<file path="src/rtl/lsu_bus_bridge.sv">
// lsu_bus_bridge: single-cycle core memory port to req/ack bus bridge with byte lanes and load extension
// Optional misaligned-access trap enabled by defining LSU_MISALIGN_TRAP_EN.
module lsu_bus_bridge #(
  parameter int TIMEOUT = 15
) (
  input  logic        clk,
  input  logic        reset,
  input  logic        MemRead,
  input  logic        MemWrite,
  input  logic [2:0]  Funct3,
  input  logic [31:0] Addr,
  input  logic [31:0] WrData,
  output logic [31:0] RdData,
  output logic        Stall,
  output logic        Err,
  output logic        bus_req,
  output logic        bus_we,
  output logic [31:0] bus_addr,
  output logic [31:0] bus_wdata,
  output logic [3:0]  bus_be,
  input  logic [31:0] bus_rdata,
  input  logic        bus_ack
);
  typedef enum logic [1:0] {IDLE, REQ, DONE} state_t;
  localparam logic [7:0] LAST = 8'(TIMEOUT - 1);
  state_t state, state_nx;
  logic [7:0] cnt;
  logic [1:0] sz_q, lane_q, lane;
  logic sgn_q, req, half, word, mis, expired;
  logic [3:0] be;
  logic [31:0] wdata, ext;
  logic [15:0] sh;
`ifdef LSU_MISALIGN_TRAP_EN
  assign mis = (half & Addr[0]) | (word & |Addr[1:0]);
`else
  assign mis = 1'b0;
`endif
  // Request decode, lane steering and load extension from the latched access shape
  always_comb begin
    req = MemRead | MemWrite;
    half = Funct3[1:0] == 2'b01;
    word = Funct3[1];
    lane = word ? 2'b00 : half ? {Addr[1], 1'b0} : Addr[1:0];
    be = word ? 4'hF : (half ? 4'b0011 : 4'b0001) << lane;
    wdata = word ? WrData : half ? {2{WrData[15:0]}} : {4{WrData[7:0]}};
    expired = cnt == LAST;
    sh = 16'(bus_rdata >> {lane_q, 3'b000});
    ext = sz_q[1] ? bus_rdata : sz_q[0] ? {{16{sgn_q & sh[15]}}, sh} : {{24{sgn_q & sh[7]}}, sh[7:0]};
  end
  // State register
  always_ff @(posedge clk or posedge reset)
    if (reset) state <= IDLE;
    else state <= state_nx;
  // Next state: ack beats timeout in the same REQ cycle
  always_comb
    state_nx = state == IDLE ? (req ? (mis ? DONE : REQ) : IDLE)
             : state == REQ ? ((bus_ack | expired) ? DONE : REQ)
             : IDLE;
  // Core stall and bus request; reset drops stall without waiting for the state to settle
  always_comb begin
    Stall = ~reset & ((state == IDLE & req) | state == REQ);
    bus_req = state == REQ;
  end
  // Bus command capture, timeout counting, load result and error pulse
  always_ff @(posedge clk or posedge reset)
    if (reset) begin
      RdData <= '0;
      Err <= 1'b0;
      bus_we <= 1'b0;
      bus_addr <= '0;
      bus_wdata <= '0;
      bus_be <= '0;
      cnt <= '0;
      sz_q <= '0;
      lane_q <= '0;
      sgn_q <= 1'b0;
    end else begin
      if (state == IDLE && req && !mis) begin
        bus_we <= MemWrite;
        bus_addr <= {Addr[31:2], 2'b00};
        bus_be <= be;
        bus_wdata <= wdata;
        sz_q <= {word, half};
        lane_q <= lane;
        sgn_q <= ~Funct3[2];
        cnt <= '0;
      end
      if (state == IDLE && req && mis) begin
        Err <= 1'b1;
        RdData <= '0;
      end
      if (state == REQ) begin
        cnt <= cnt + 8'd1;
        if (bus_ack) RdData <= bus_we ? 32'd0 : ext;
        else if (expired) begin
          RdData <= '0;
          Err <= 1'b1;
        end
      end
      if (state == DONE) Err <= 1'b0;
    end
endmodule

</file>
<file path="config.mk">
export PLATFORM = sky130hd
export DESIGN_NAME = lsu_bus_bridge
export DESIGN_NICKNAME = d
export VERILOG_FILES = /design/src/rtl/lsu_bus_bridge.sv
export SDC_FILE = /design/constraint.sdc
export NUM_CORES = 1
export LEC_CHECK = 0
export ABC_AREA = 1
export CORE_MARGIN = 3
export CORE_UTILIZATION = 40
export DETAILED_ROUTE_END_ITERATION = 7
export GPL_TIMING_DRIVEN = 0
export PLACE_DENSITY = 0.76
export SLEW_MARGIN = 20
export SYNTH_ARGS = -nofsm -noshare
export SYNTH_HDL_FRONTEND = slang
export SYNTH_SLANG_ARGS = --single-unit
</file>
<file path="constraint.sdc">
create_clock -name clk -period 3.3 [get_ports clk]
set_input_delay 0.33 -clock clk [delete_from_list [all_inputs] [get_ports clk]]
set_output_delay 0.33 -clock clk [all_outputs]
set_load 0.005 [all_outputs]
</file>
# After elaboration in Yosys (flattened, before gate mapping)
# Cells that the tools add are included.
# totals
regBits	115
latchBits	0
mem_bits_rw	0
mem_bits_ro	0
in_bits	104
out_inout_bits	104
elab_cells	57
memories	0
# classes
n_addsub	1
mul	0
n_div	0
n_lt_le_gt_ge	0
n_eq_ne	5
shift	2
n_mux	21
bitwise_logic	9
reduce_logical	8
# ops
operator	n
32-bit 2-to-1 mux	7
32-bit by 5-bit right shift with 16-bit output	1
8-bit 2-to-1 mux	2
2-bit 2-to-1 mux	5
8-bit by 1-bit adder with 8-bit output (second input constant)	1
8-bit by 4-bit equality test with 1-bit output (second input constant)	1
2-bit nonzero test	4
1-bit 2-to-1 mux	6
1-bit AND	4
2-bit by 1-bit equality test with 1-bit output (second input constant)	2
4-bit 2-to-1 mux	1
2-bit by 2-bit << shifter with 4-bit output	1
1-bit OR	3
3-bit AND reduction	1
2-bit equality test (second input constant)	1
2-bit zero test	1
2-bit by 1-bit inequality test with 1-bit output (second input constant)	1
1-bit NOT	2
2-bit AND reduction	1
1-bit logical AND	1

# Logic depth before layout (Yosys ltp)
# Gate-level depths: netlist of the first run.
# logic_depth
depth_word	6
ltp_mapped	10
depth_no_buf	9

# Worst setup path after synthesis of the first run
# Ideal clock, no wire load.
# synth_path
path_kind	register to register
start	register state[0]
end	register RdData[10]
setup_ns	0.117
arrival_time_ns	1.358
required_ns	3.183
setup_slack_ns	1.825
stages_incl_launch_ff	10
n_path_buf	2
synth_period_minus_slack_ns	1.475
path_cell_list	dfrtp_1 ha_1 buf_4 inv_2 nor2_1 nand2_1 buf_2 a21oi_1 nand2_1 nand2_1
# synth_between
elab_chain_cells	2
# synth_rtl
item	line_no	source
from (decl)	26	state_t state, state_nx;
from (signal assigned)	53	else state <= state_nx;
2-bit by 1-bit equality test with 1-bit output	--	
net bus_req	16	output logic bus_req,
2-bit AND reduction (no line)	--	
to (signal assigned)	94	if (bus_ack) RdData <= bus_we ? 32'd0 : ext;
to (decl)	13	output logic [31:0] RdData,
# The timed path passes the listed nets, and every way through them passes these cells.
# A chain may end at the register's enable or synchronous reset.

# Worst setup path in the final report of the first run
# layout_path
start	register state[0]
end	output port Stall
# layout_between
elab_chain_cells	4
word_cells_on_any_way	5
classes_between	eq/ne (1); bitwise (3); reduce/logical (1)
# layout_rtl
item	line_no	source
2-bit zero test	--	
1-bit AND	61	Stall = ~reset & ((state == IDLE & req) | state == REQ);
1-bit OR *	61	
1-bit AND *	61	
to (decl)	14	output logic Stall,
# Every way passes the cells marked *; elsewhere a longest branch is shown, timed or not.

==> qor_table.md, run 1 <==
| Item | Value | Unit |
|:---|:---|:---|
| Outcome | finished clean | - |
| Post-route cell area | 8520 | sq um |
| Port-buffer cells | 204 | - |
| Most common flop cell mapped by yosys | dfrtp_1 | - |
| TritonCTS Sinks | 115 | - |
| Net count of the finished layout | 1033 | - |
| Path type of the worst min-delay path | in -> async | - |
| Final non-filler cell total | 1112 | - |
| Final cycle utilization of the critical path | 0.736 | - |
| Clock period minus worst slack | 2.43 | ns |
| Fraction of final layout cells with drive strength greater than 1 | 0.0865 | - |
| Setup Viol. Count Final | 0 | - |
| Actual slew at the worst max-slew pin | 0.560 | ns |
| Half-perimeter wire length after placement | 13.7 | mm |
| Final count of hold timing violations | 0 | - |
| Slew Limit Headroom | 0.627 | - |
| Total Wirelength | 17.9 | mm |
| Post-Syn Instances | 696 | - |
| R2r startpoint | state[1]$_DFF_PP0_ | - |
| TritonCTS clock tree | built | - |
| Placeable Area | 13500 | sq um |
| Number of cells in the design after placement | 1081 | - |
| Area share of the largest cell type after synthesis | 0.515 | - |
| Met2 wirelength from detailed routing | 8.31 | mm |
| First-pass GRT wire length | 27.9 | mm |
| Effective utilization at floorplan | 0.415 | - |
| Remaining antenna violation count | 0 | - |
| Count of buffers added by post-CTS timing repair for setup | 0 | - |
| Setup repair after global routing missed its margin | no | - |
| Later-pin clock latency in the skew report | 0.41 | ns |
| Worst setup SP type | flip-flop | - |
| WP data arrival | 2.10 | ns |
| Die H | 124 | microns |
| Vias in the first global route | 5566 | - |
| Number of antenna violations at the first check in global routing | 0 | - |
| Yosys Warn Count | 0 | - |
| Clock transition at the registers of the reported paths | 0.05 | ns |
| Element type at the critical path end | primary output | - |
| Die area | 15400 | sq um |
| Post-Route Setup TNS | 0 | ns |
| Htree depth | 4 | - |
| Residual DRC count | 0 | - |
| Total grt overflow | 0 | - |
| Async S/R FF share, synth | 1.00 | - |
| Met3 routed WL | 1.89 | mm |
| Highest metal layer used by the detailed router | met4 | - |
| Count of cells resized by post-cts repair | 0 | - |
| Dominant cell type by area after synthesis | dfrtp_1 | - |
| Number of DRC markers in iteration 0 | 356 | - |
| Width of the chip | 124 | microns |
| Placed cell areas | 7950 | sq um |
| Post-synth EDFFs | 0 | - |
| Critical Path Fanout Max | 7 | - |
| Power density over cell area | 917 | nW/um^2 |
| Worst setup skew after layout | 0.00581 | ns |
| Inserted Clock Buffers | 17 | - |
| Combinational family with the most area after synthesis | simple AND/OR/NAND/NOR gates | - |
| Cell count of the worst reg-to-reg path | 10 | - |
| Synthesized-area fraction occupied by adder cells | 0.0112 | - |
| Xor/xnor share of the synthesized area | 0 | - |
| Worst r2r dst | RdData[23]$_DFFE_PP0P_ | - |
| Post-synthesis cell type count | 32 | - |
| Worst setup slack for register-to-register paths | 1.47 | ns |
| Syn-to-layout area delta | 52.5 | % |
| Via count | 5582 | - |
| Worst ir drop on vdd | 503 | uV |
| Clock root buffer master | clkbuf_16 | - |
| Proportion of synthesized chip area in sequential cells | 0.515 | - |
| Static Leakage | 0.00409 | uW |
| Count of antenna diodes in the layout | 0 | - |
| Vias per inst | 5.02 | - |
| Synthesized flop and latch total | 115 | - |
| Core Rows | 42 | - |
| WHS | 0.371 | ns |
| Simple-gate portion of the synthesized area | 0.277 | - |
| Total iterations of the first detailed-routing run | 5 | - |
| Maximum achievable frequency | 412 | MHz |
| Num ports | 208 | - |
| Portion of netlist area occupied by mux cells | 0 | - |
| Mapped Area | 5590 | sq um |
| Final core area utilization | 0.633 | - |
| DRT met1 WL | 7.25 | mm |
| Pin count of the biggest net entering global routing | 28 | - |
| Average footprint of a synthesized cell | 8.03 | sq um |
| Top cells by area, synth | dfrtp_1 52%, nand2_1 18%, nand3_1 5.1% | - |
| Maximum number of buffers from clock root to sink | 2 | - |
| Max-capacitance violation count | 0 | - |
| Fraction of the mapped netlist area in compound gates | 0.115 | - |
| Final Wtd Congestion | 0.933 | - |
| Critical Path RT | 2.97 | ns |
| GR Util All Layers | 0.240 | - |
| Max-slew violation count | 0 | - |
| WL/cell | 16.1 | microns |
| WS Path Type | reg -> out | - |
| Hold_buf cts | 0 | - |
per-layer routing:
| layer | track usage | vias to the layer above |
|---|---|---|
| met5 | 0 | - |
| met4 | 0.0951 | 0 |
| met3 | 0.107 | 34 |
| met2 | 0.376 | 255 |
| met1 | 0.289 | 2592 |
| li1 | - | 2701 |
sequential cells by signal (all words and copies together) (netlist names):
register	flops
RdData	32
sgn_q	1
Err	1
sz_q	2
bus_addr	30
bus_wdata	32
bus_be	4
cnt	8
lane_q	2
bus_we	1
state	2
stage by stage:
step	power, uW	setup WS, ns
after floorplan	4170	1.57
after global placement	6010	0.371
after detailed placement	6070	1.08
after CTS	7880	0.825
after global routing	8380	0.729
final	7810	0.872
power by group:
group          switching, uW  leakage (uW)  internal, uW
clock                    606      0.000277          1150
combinational           1880       0.00237          1790
sequential               353       0.00144          2030
total                   2840       0.00409          4970
layout make-up:
cell class | count | area (sq um)
Clock inverter | 3 | 42.5
Fill cell | 1187 | 4930
Clock buffer | 28 | 527
Buffer | 40 | 238
Multi-Input combinational cell | 486 | 2260
Tap cell | 176 | 220
Timing Repair Buffer | 208 | 2140
Inverter | 56 | 219
Sequential cell | 115 | 2880
how the worst max path moves through the flow:
stage	startpoint	to	slack, ns	cells past startpoint
2_1_floorplan	reset	Err$_DFFE_PP0P_	1.57	1
3_3_place_gp	reset	bus_addr[20]$_DFFE_PP0P_	0.37	2
3_5_place_dp	MemWrite	Stall	1.08	6
4_1_cts	state[0]$_DFF_PP0_	Stall	0.83	7
5_1_grt	state[1]$_DFF_PP0_	Stall	0.73	7
6_report	state[0]$_DFF_PP0_	Stall	0.87	7
worst max-delay path, cell delays in order (launching register included):
cell and delay [ns]:
dfrtp_1 0.37, inv_1 0.09, ha_1 0.22, inv_2 0.06
nor2_4 0.21, nor2_1 0.14, nor2_1 0.10, clkdlybuf4s50_1 0.50
cells in the final DEF, fill, tap and decap left out, types with 7 or more instances in the layout:
| cell type | count |
|---|---|
| nor3_1 | 8 |
| dfrtp_1 | 115 |
| o211ai_1 | 25 |
| nand2_1 | 264 |
| o21ai_1 | 10 |
| o22ai_1 | 7 |
| nor2_1 | 24 |
| clkbuf_1 | 14 |
| clkbuf_16 | 17 |
| nand3_1 | 57 |
| clkdlybuf4s50_1 | 204 |
| inv_1 | 49 |
| buf_2 | 22 |
| o21ai_0 | 36 |
| a21oi_1 | 28 |
cell families (layout without fill, tap and decap cells):
| family | count (synthesis) | in the layout |
|---|---|---|
| flops | 115 | 115 |
| fa+ha+maj | 5 | 5 |
| simple gates | 368 | 368 |
| other cells | 1 | 2 |
| buf+inv | 96 | 335 |
| compound gates | 111 | 111 |
Yosys cell counts, types with 2 or more instances:
library cell and instances:
inv_2 4, a21oi_1 28, nand4_1 2, inv_4 2, ha_1 5, nand3_2 3, nand2_1 264, buf_2 22
nand3_1 57, clkbuf_1 9, o211ai_1 25, nor2_1 24, o22ai_1 7, inv_1 50, o21ai_1 10, nand2_2 5
o21a_1 2, nor3_1 8, o21ai_0 36, buf_4 3, buf_6 5, dfrtp_1 115
Power figures use the tool's default switching activity.
==> run 2, diff against run 1 <==
--- a/config.mk
+++ b/config.mk
@@ -7,10 +7,10 @@
 export LEC_CHECK = 0
 export ABC_AREA = 1
 export CORE_MARGIN = 3
-export CORE_UTILIZATION = 40
+export CORE_UTILIZATION = 45
 export DETAILED_ROUTE_END_ITERATION = 7
 export GPL_TIMING_DRIVEN = 0
-export PLACE_DENSITY = 0.76
+export PLACE_DENSITY = 0.81
 export SLEW_MARGIN = 20
 export SYNTH_ARGS = -nofsm -noshare
 export SYNTH_HDL_FRONTEND = slang
==> constraint.sdc (replaced) <==
create_clock -name clk -period 2.25 [get_ports clk]
set_input_delay 0.225 -clock clk [delete_from_list [all_inputs] [get_ports clk]]
set_output_delay 0.225 -clock clk [all_outputs]
set_load 0.005 [all_outputs]
==> run 2 against run 1 <==
Net effect:
- sequential share of layout area increased by 0.075 points
- cell count decreased by 0.81%
- global-route usage increased by 2.2 points
- worst setup slack got worse by 0.73 ns
- wire length decreased by 0.20%
- first-iteration DRC count increased by 16%
- count of clock-buffer cells in the layout decreased by 3
- critical path type unchanged
==> qor_table.md, run 2 (same netlist as run 1, synthesis figures left out) <==
| Item | Value | Unit | Delta |
|:---|:---|:---|:---|
| R2r startpoint | state[1]$_DFF_PP0_ | - | unchanged |
| Relative contribution of sequential cells to total power | 0.304 | - | was 0.305 |
| GR Util All Layers | 0.262 | - | was 0.240 |
| Pin count of the biggest net entering global routing | 29 | - | was 28 |
| Cell count of the worst reg-to-reg path | 10 | - | unchanged |
| Worst ir drop on vdd | 893 | uV | was 503 uV |
| Part of the power in combinational logic | 0.471 | - | was 0.470 |
| Clock transition at the registers of the reported paths | 0.05 | ns | about the same |
| Net count of the finished layout | 1034 | - | was 1033 |
| Number of stages on the worst setup path | 7 | - | unchanged |
| Setup Viol. Count Final | 0 | - | unchanged |
| Num ports | 208 | - | unchanged |
| Actual slew at the worst max-slew pin | 0.563 | ns | was 0.560 ns |
| Final core area utilization | 0.705 | - | was 0.633 |
| Half-perimeter wire length after placement | 13.3 | mm | was 13.7 mm |
| Fraction of final layout cells with drive strength greater than 1 | 0.0909 | - | was 0.0865 |
| Critical-path cell with the highest stage delay | clkdlybuf4s50_1 | - | unchanged |
| Port-buffer cells | 204 | - | unchanged |
| Footprint of the multi-input gates | 2260 | sq um | about the same |
| Maximum achievable frequency | 474 | MHz |  |
| WL/cell | 16.2 | microns | was 16.1 microns |
| Worst path bufs/invs | 3 | - | unchanged |
| Final Wtd Congestion | 0.896 | - | was 0.933 |
| Number of cells in the design after placement | 1073 | - | was 1081 |
| Top Family by Delay on Critical Path | buffers and inverters | - | unchanged |
| Clock root buffer master | clkbuf_16 | - | unchanged |
| Hold_buf cts | 0 | - | unchanged |
| Remaining antenna violation count | 0 | - | unchanged |
| Total grt overflow | 0 | - | unchanged |
| Max-slew violation count | 0 | - | unchanged |
| Width of the chip | 117 | microns | was 124 microns |
| Path type of the worst min-delay path | in -> async | - | unchanged |
| WS Path Type | reg -> out | - | unchanged |
| Syn-to-layout area delta | 52.2 | % | was 52.5% |
| Power density over cell area | 1350 | nW/um^2 | was 917 nW/um^2 |
| Placeable Area | 12100 | sq um | was 13500 sq um |
| Final count of hold timing violations | 0 | - | unchanged |
| Proportion of power drawn by the clock network | 0.225 | - | about the same |
| Later-pin clock latency in the skew report | 0.41 | ns | about the same |
| Number of DRC markers in iteration 0 | 414 | - | was 356 |
| Cell-internal power | 7290 | uW | was 4970 uW |
| Total iterations of the first detailed-routing run | 5 | - | unchanged |
| Critical Path Fanout Max | 4 | - | was 7 |
| List of cells traversed by the critical path | inv_1, ha_2, inv_2, nor2_4, nor2_2, nor2_1, clkdlybuf4s50_1 | - | was inv_1, ha_1, inv_2, nor2_4, nor2_1, nor2_1, clkdlybuf4s50_1 |
| Vias per inst | 5.11 | - | was 5.02 |
| Clock period minus worst slack | 2.11 | ns |  |
| Biggest cell delay along the critical path | 0.50 | ns | about the same |
| WHS | 0.150 | ns | was 0.371 ns |
| Element type at the critical path end | primary output | - | unchanged |
| Setup repair after global routing missed its margin | no | - | unchanged |
| Via count | 5637 | - | was 5582 |
| Maximum number of buffers from clock root to sink | 2 | - | unchanged |
| Final non-filler cell total | 1103 | - | was 1112 |
| Most frequent cells in the layout | 264 x nand2_1, 204 x clkdlybuf4s50_1, 115 x dfrtp_1 | - | unchanged |
| Switching share of power | 0.367 | - | was 0.363 |
| Number of antenna violations at the first check in global routing | 0 | - | unchanged |
| WP data arrival | 1.89 | ns | was 2.10 ns |
| Total Wirelength | 17.9 | mm | about the same |
| Most common library cell in the layout ignoring fill and taps | nand2_1 | - | unchanged |
| Switching power | 4230 | uW | was 2840 uW |
| Worst setup SP type | flip-flop | - | unchanged |
| Vias in the first global route | 5654 | - | was 5566 |
| Htree depth | 4 | - | unchanged |
| Outcome | finished clean | - | unchanged |
| Fill cell count | 969 | - | was 1187 |
| Critical Path RT | 2.03 | ns | was 2.97 ns |
| TritonCTS Sinks | 115 | - | unchanged |
| Effective utilization at floorplan | 0.463 | - | was 0.415 |
| Residual DRC count | 0 | - | unchanged |
| Register area | 2880 | sq um | unchanged |
| Worst setup slack for register-to-register paths | 0.43 | ns | was 1.47 ns |
| Max-capacitance violation count | 0 | - | unchanged |
| Core Rows | 40 | - | was 42 |
| Die area | 13800 | sq um | was 15400 sq um |
| Worst setup skew after layout | 0.00844 | ns | was 0.00581 ns |
| Worst r2r dst | RdData[15]$_DFFE_PP0P_ | - | was RdData[23]$_DFFE_PP0P_ |
| Count of antenna diodes in the layout | 0 | - | unchanged |
| Die H | 117 | microns | was 124 microns |
| Slew Limit Headroom | 0.625 | - | was 0.627 |
| Largest registers ranked by flip-flop count | RdData (32), bus_wdata (32), bus_addr (30) | - | unchanged |
| TritonCTS clock tree | built | - | unchanged |
| Inserted Clock Buffers | 17 | - | unchanged |
| Final cycle utilization of the critical path | 0.938 | - |  |
| First-pass GRT wire length | 28.8 | mm | was 27.9 mm |
| Total power | 11500 | uW | was 7810 uW |
| Static Leakage | 0.00409 | uW | about the same |
[run 2: final cells by class]
cell class | count | area share
plain buffers | 40 | 0.0280
clock buffers | 25 | 0.0606
clock inverters | 4 | 0.00559
inverters | 56 | 0.0258
multi-input cells | 486 | 0.266
flip-flops and latches | 115 | 0.338
well taps | 168 | 0.0247
repair buffers | 209 | 0.250
[run 2: how the worst max path moves through the flow]
| stage | from | slack (ns) | endpoint |
|---|---|---|---|
| after floorplan | reset | 0.63 | Err$_DFFE_PP0P_ |
| after global placement | reset | -0.54 | bus_addr[16]$_DFFE_PP0P_ |
| after detailed placement | MemWrite | 0.23 | Stall |
| after CTS | state[1]$_DFF_PP0_ | 0.07 | Stall |
| after global routing | state[0]$_DFF_PP0_ | 0.003 | Stall |
| final | state[0]$_DFF_PP0_ | 0.14 | Stall |
[run 2: through the flow]
stage / setup slack [ns] / cell area [sq um] / TNS, ns
2_1_floorplan: 0.626 / 5590 / 0
3_3_place_gp: -0.543 / 7850 / -61.87
3_5_place_dp: 0.231 / 7930 / 0
4_1_cts: 0.0689 / 8500 / 0
5_1_grt: 0.00316 / 8500 / 0
6_report: 0.140 / 8500 / 0
[run 2: power by group through the flow]
stage               logic [uW]  registers, uW  clock network, uW
floorplan                 2590           3520                  0
CTS                       5430           3510               2600
detailed placement        5380           3510                  0
global placement          5290           3500                  0
finish                    5430           3500               2590
global route              5970           3610               2690
[run 2: repair_timing]
item / 4_1_cts / 5_1_grt
gates resized for setup: 0 / 2
pin swaps: 1 / 0
setup endpoints to repair: 1 / 1
setup buffers: 1 / 0
[run 2: routing by layer]
metal | up-vias | track usage | wire [microns]
met1 | 2606 | 0.310 | 7070
met4 | 0 | 0.109 | 498
met3 | 43 | 0.107 | 1860
li1 | 2712 | - | -
met2 | 276 | 0.422 | 8420
met5 | - | 0 | 0
==> run 3, diff against run 2 <==
--- a/config.mk
+++ b/config.mk
@@ -10,7 +10,9 @@
 export CORE_UTILIZATION = 45
 export DETAILED_ROUTE_END_ITERATION = 7
 export GPL_TIMING_DRIVEN = 0
+export HOLD_SLACK_MARGIN = 0.03
 export PLACE_DENSITY = 0.81
+export RECOVER_POWER = 25
 export SLEW_MARGIN = 20
 export SYNTH_ARGS = -nofsm -noshare
 export SYNTH_HDL_FRONTEND = slang
==> run 3 against run 2 <==
Net effect:
- count of clock-buffer cells in the layout unchanged
- register-to-register slack about the same
- cell count unchanged
- sequential power about the same
- cell area decreased by 0.31%
- first-iteration DRC count increased by 2.4%
- worst setup slack got worse by 0.0012 ns
- sequential cell count unchanged
- total power decreased by 0.19%
- sequential share of layout area increased by 0.10 points
- critical endpoint unchanged
- largest cell class unchanged
- largest power group unchanged
==> qor_table.md, run 3 (same netlist as run 1, synthesis figures left out) <==
| Item | Value | Unit | Delta |
|:---|:---|:---|:---|
| Remaining antenna violation count | 0 | - | unchanged |
| Proportion of power drawn by the clock network | 0.225 | - | about the same |
| Cell-internal power | 7280 | uW | was 7290 uW |
| Switching power | 4210 | uW | was 4230 uW |
| Clock transition at the registers of the reported paths | 0.05 | ns | about the same |
| Via count | 5639 | - | was 5637 |
| WL/cell | 16.2 | microns | about the same |
| Core Rows | 40 | - | unchanged |
| Count of antenna diodes in the layout | 0 | - | unchanged |
| TritonCTS Sinks | 115 | - | unchanged |
| Setup Viol. Count Final | 0 | - | unchanged |
| Clock root buffer master | clkbuf_16 | - | unchanged |
| Maximum achievable frequency | 474 | MHz | about the same |
| Outcome | finished clean | - | unchanged |
| Relative contribution of sequential cells to total power | 0.305 | - | was 0.304 |
| Fraction of final layout cells with drive strength greater than 1 | 0.0888 | - | was 0.0909 |
| Worst setup SP type | flip-flop | - | unchanged |
| Half-perimeter wire length after placement | 13.3 | mm | unchanged |
| Total grt overflow | 0 | - | unchanged |
| GR Util All Layers | 0.262 | - | unchanged |
| Number of antenna violations at the first check in global routing | 0 | - | unchanged |
| Later-pin clock latency in the skew report | 0.42 | ns | was 0.41 ns |
| Final count of hold timing violations | 0 | - | unchanged |
| Pre-CTS worst setup slack | 0.231 | ns | unchanged |
| Critical Path Fanout Max | 4 | - | unchanged |
| List of cells traversed by the critical path | inv_1, ha_2, inv_2, nor2_4, nor2_2, nor2_1, clkdlybuf4s50_1 | - | unchanged |
| Largest registers ranked by flip-flop count | RdData (32), bus_wdata (32), bus_addr (30) | - | unchanged |
| Path type of the worst min-delay path | in -> async | - | unchanged |
| Width of the chip | 117 | microns | unchanged |
| Net count of the finished layout | 1034 | - | unchanged |
| Num ports | 208 | - | unchanged |
| Worst ir drop on vdd | 892 | uV | was 893 uV |
| Placeable Area | 12100 | sq um | unchanged |
| Total iterations of the first detailed-routing run | 5 | - | unchanged |
| Final Wtd Congestion | 0.896 | - | unchanged |
| Max-capacitance violation count | 0 | - | unchanged |
| Final cycle utilization of the critical path | 0.938 | - | about the same |
| Critical-path cell with the highest stage delay | clkdlybuf4s50_1 | - | unchanged |
| Biggest cell delay along the critical path | 0.50 | ns | about the same |
| Die area | 13800 | sq um | unchanged |
| First-pass GRT wire length | 28.8 | mm | unchanged |
| Post-Route Setup TNS | 0 | ns | unchanged |
| Htree depth | 4 | - | unchanged |
| Number of DRC markers in iteration 0 | 424 | - | was 414 |
| Switching share of power | 0.367 | - | about the same |
| Most common library cell in the layout ignoring fill and taps | nand2_1 | - | unchanged |
| Actual slew at the worst max-slew pin | 1.32 | ns | was 0.563 ns |
| WP data arrival | 1.89 | ns | about the same |
| TritonCTS clock tree | built | - | unchanged |
| Syn-to-layout area delta | 51.7 | % | was 52.2% |
| Port-buffer cells | 204 | - | unchanged |
| Residual DRC count | 0 | - | unchanged |
| Vias per inst | 5.11 | - | about the same |
| Worst setup skew after layout | 0.00878 | ns | was 0.00844 ns |
| Power density over cell area | 1360 | nW/um^2 | was 1350 nW/um^2 |
| Final WS setup | 0.138 | ns | was 0.140 ns |
| Static Leakage | 0.00409 | uW | about the same |
| Pin count of the biggest net entering global routing | 29 | - | unchanged |
| Inserted Clock Buffers | 17 | - | unchanged |
| Max-slew violation count | 0 | - | unchanged |
| Clock period minus worst slack | 2.11 | ns | about the same |
| Setup repair after global routing missed its margin | no | - | unchanged |
| Effective utilization at floorplan | 0.463 | - | unchanged |
| WS Path Type | reg -> out | - | unchanged |
| Die H | 117 | microns | unchanged |
| Most frequent cells in the layout | 264 x nand2_1, 203 x clkdlybuf4s50_1, 115 x dfrtp_1 | - | was 264 x nand2_1, 204 x clkdlybuf4s50_1, 115 x dfrtp_1 |
| Total Wirelength | 17.8 | mm | was 17.9 mm |
| Element type at the critical path end | primary output | - | unchanged |
| Fill cell count | 975 | - | was 969 |
| Critical Path RT | 2.03 | ns | about the same |
| Vias in the first global route | 5654 | - | unchanged |
| Part of the power in combinational logic | 0.470 | - | was 0.471 |
| Hold_buf cts | 0 | - | unchanged |
| Maximum number of buffers from clock root to sink | 2 | - | unchanged |
| Slew Limit Headroom | 0.123 | - | was 0.625 |
run 3: cell count changes in the layout (fill, tap and decap cells not counted):
cell | previous run | this run
buf_12 | 4 | 1
buf_6 | 5 | 6
clkdlybuf4s50_1 | 204 | 203
clkinvlp_2 | 0 | 1
clkinvlp_4 | 2 | 1
dlygate4sd3_1 | 0 | 1
dlymetal6s4s_1 | 0 | 2
run 3: worst max-delay path: cells and delay by family (launching register included):
family / cells / cell delay [ns]
buffers and inverters: 3 / 0.64
adder cells (fa/ha/maj): 1 / 0.21
flip-flops: 1 / 0.38
AND/OR/NAND/NOR: 3 / 0.24
run 3: path summary, 6_finish.rpt:
kind,start,to,slack [ns],cells after the start
max,state[0]$_DFF_PP0_,Stall,0.14,7
min reg2reg,bus_addr[7]$_DFFE_PP0P_,bus_addr[7]$_DFFE_PP0P_,0.47,2
min in group clk,Funct3[1],bus_be[1]$_DFFE_PP0P_,0.31,4
max in group asynchronous,reset,bus_addr[16]$_DFFE_PP0P_,0.29,4
min,reset,bus_addr[6]$_DFFE_PP0P_,0.28,2
max reg2reg,state[1]$_DFF_PP0_,RdData[15]$_DFFE_PP0P_,0.43,10
run 3: what timing repair did:
action | 4_1_cts | 5_1_grt
endpoints found under the setup margin | 1 | 1
gates resized for setup | 0 | 2
pin swaps | 1 | 0
buffers inserted | 1 | 0
run 3: layout make-up:
| class | count | area, sq um | area share |
|---|---|---|---|
| Multi-Input combinational cell | 486 | 2260 | 0.267 |
| Sequential cell | 115 | 2880 | 0.340 |
| Clock buffer | 25 | 515 | 0.0608 |
| Clock inverter | 4 | 47.5 | 0.00561 |
| Tap cell | 168 | 210 | 0.0248 |
| Buffer | 40 | 238 | 0.0280 |
| Inverter | 56 | 216 | 0.0255 |
| Timing Repair Buffer | 209 | 2110 | 0.248 |
run 3: power groups by stage:
stage / registers, uW / logic [uW] / clock network (uW)
6_report: 3500 / 5410 / 2590
5_1_grt: 3610 / 5960 / 2690
4_1_cts: 3510 / 5430 / 2600
3_5_place_dp: 3510 / 5380 / 0
3_3_place_gp: 3500 / 5290 / 0
2_1_floorplan: 3520 / 2590 / 0
run 3: per-stage QoR:
step           cell area (sq um)  power, uW  utilization  std cells  hold slack (ns)
2_1_floorplan               5590       6110            -        697            0.320
3_3_place_gp                7850       8790        0.651       1069            0.453
3_5_place_dp                7930       8890        0.657       1073            0.458
4_1_cts                     8500      11500        0.704       1103            0.144
5_1_grt                     8480      12300        0.703       1103            0.321
6_report                    8480      11500        0.703       1103            0.285
run 3: layer usage:
layer | up-vias | GRT usage | part of all wire | wire [microns]
met5 | - | 0 | 0 | 0
met1 | 2601 | 0.310 | 0.39 | 7000
met3 | 42 | 0.107 | 0.11 | 1910
met4 | 0 | 0.109 | 0.028 | 493
li1 | 2710 | - | - | -
met2 | 286 | 0.422 | 0.47 | 8430
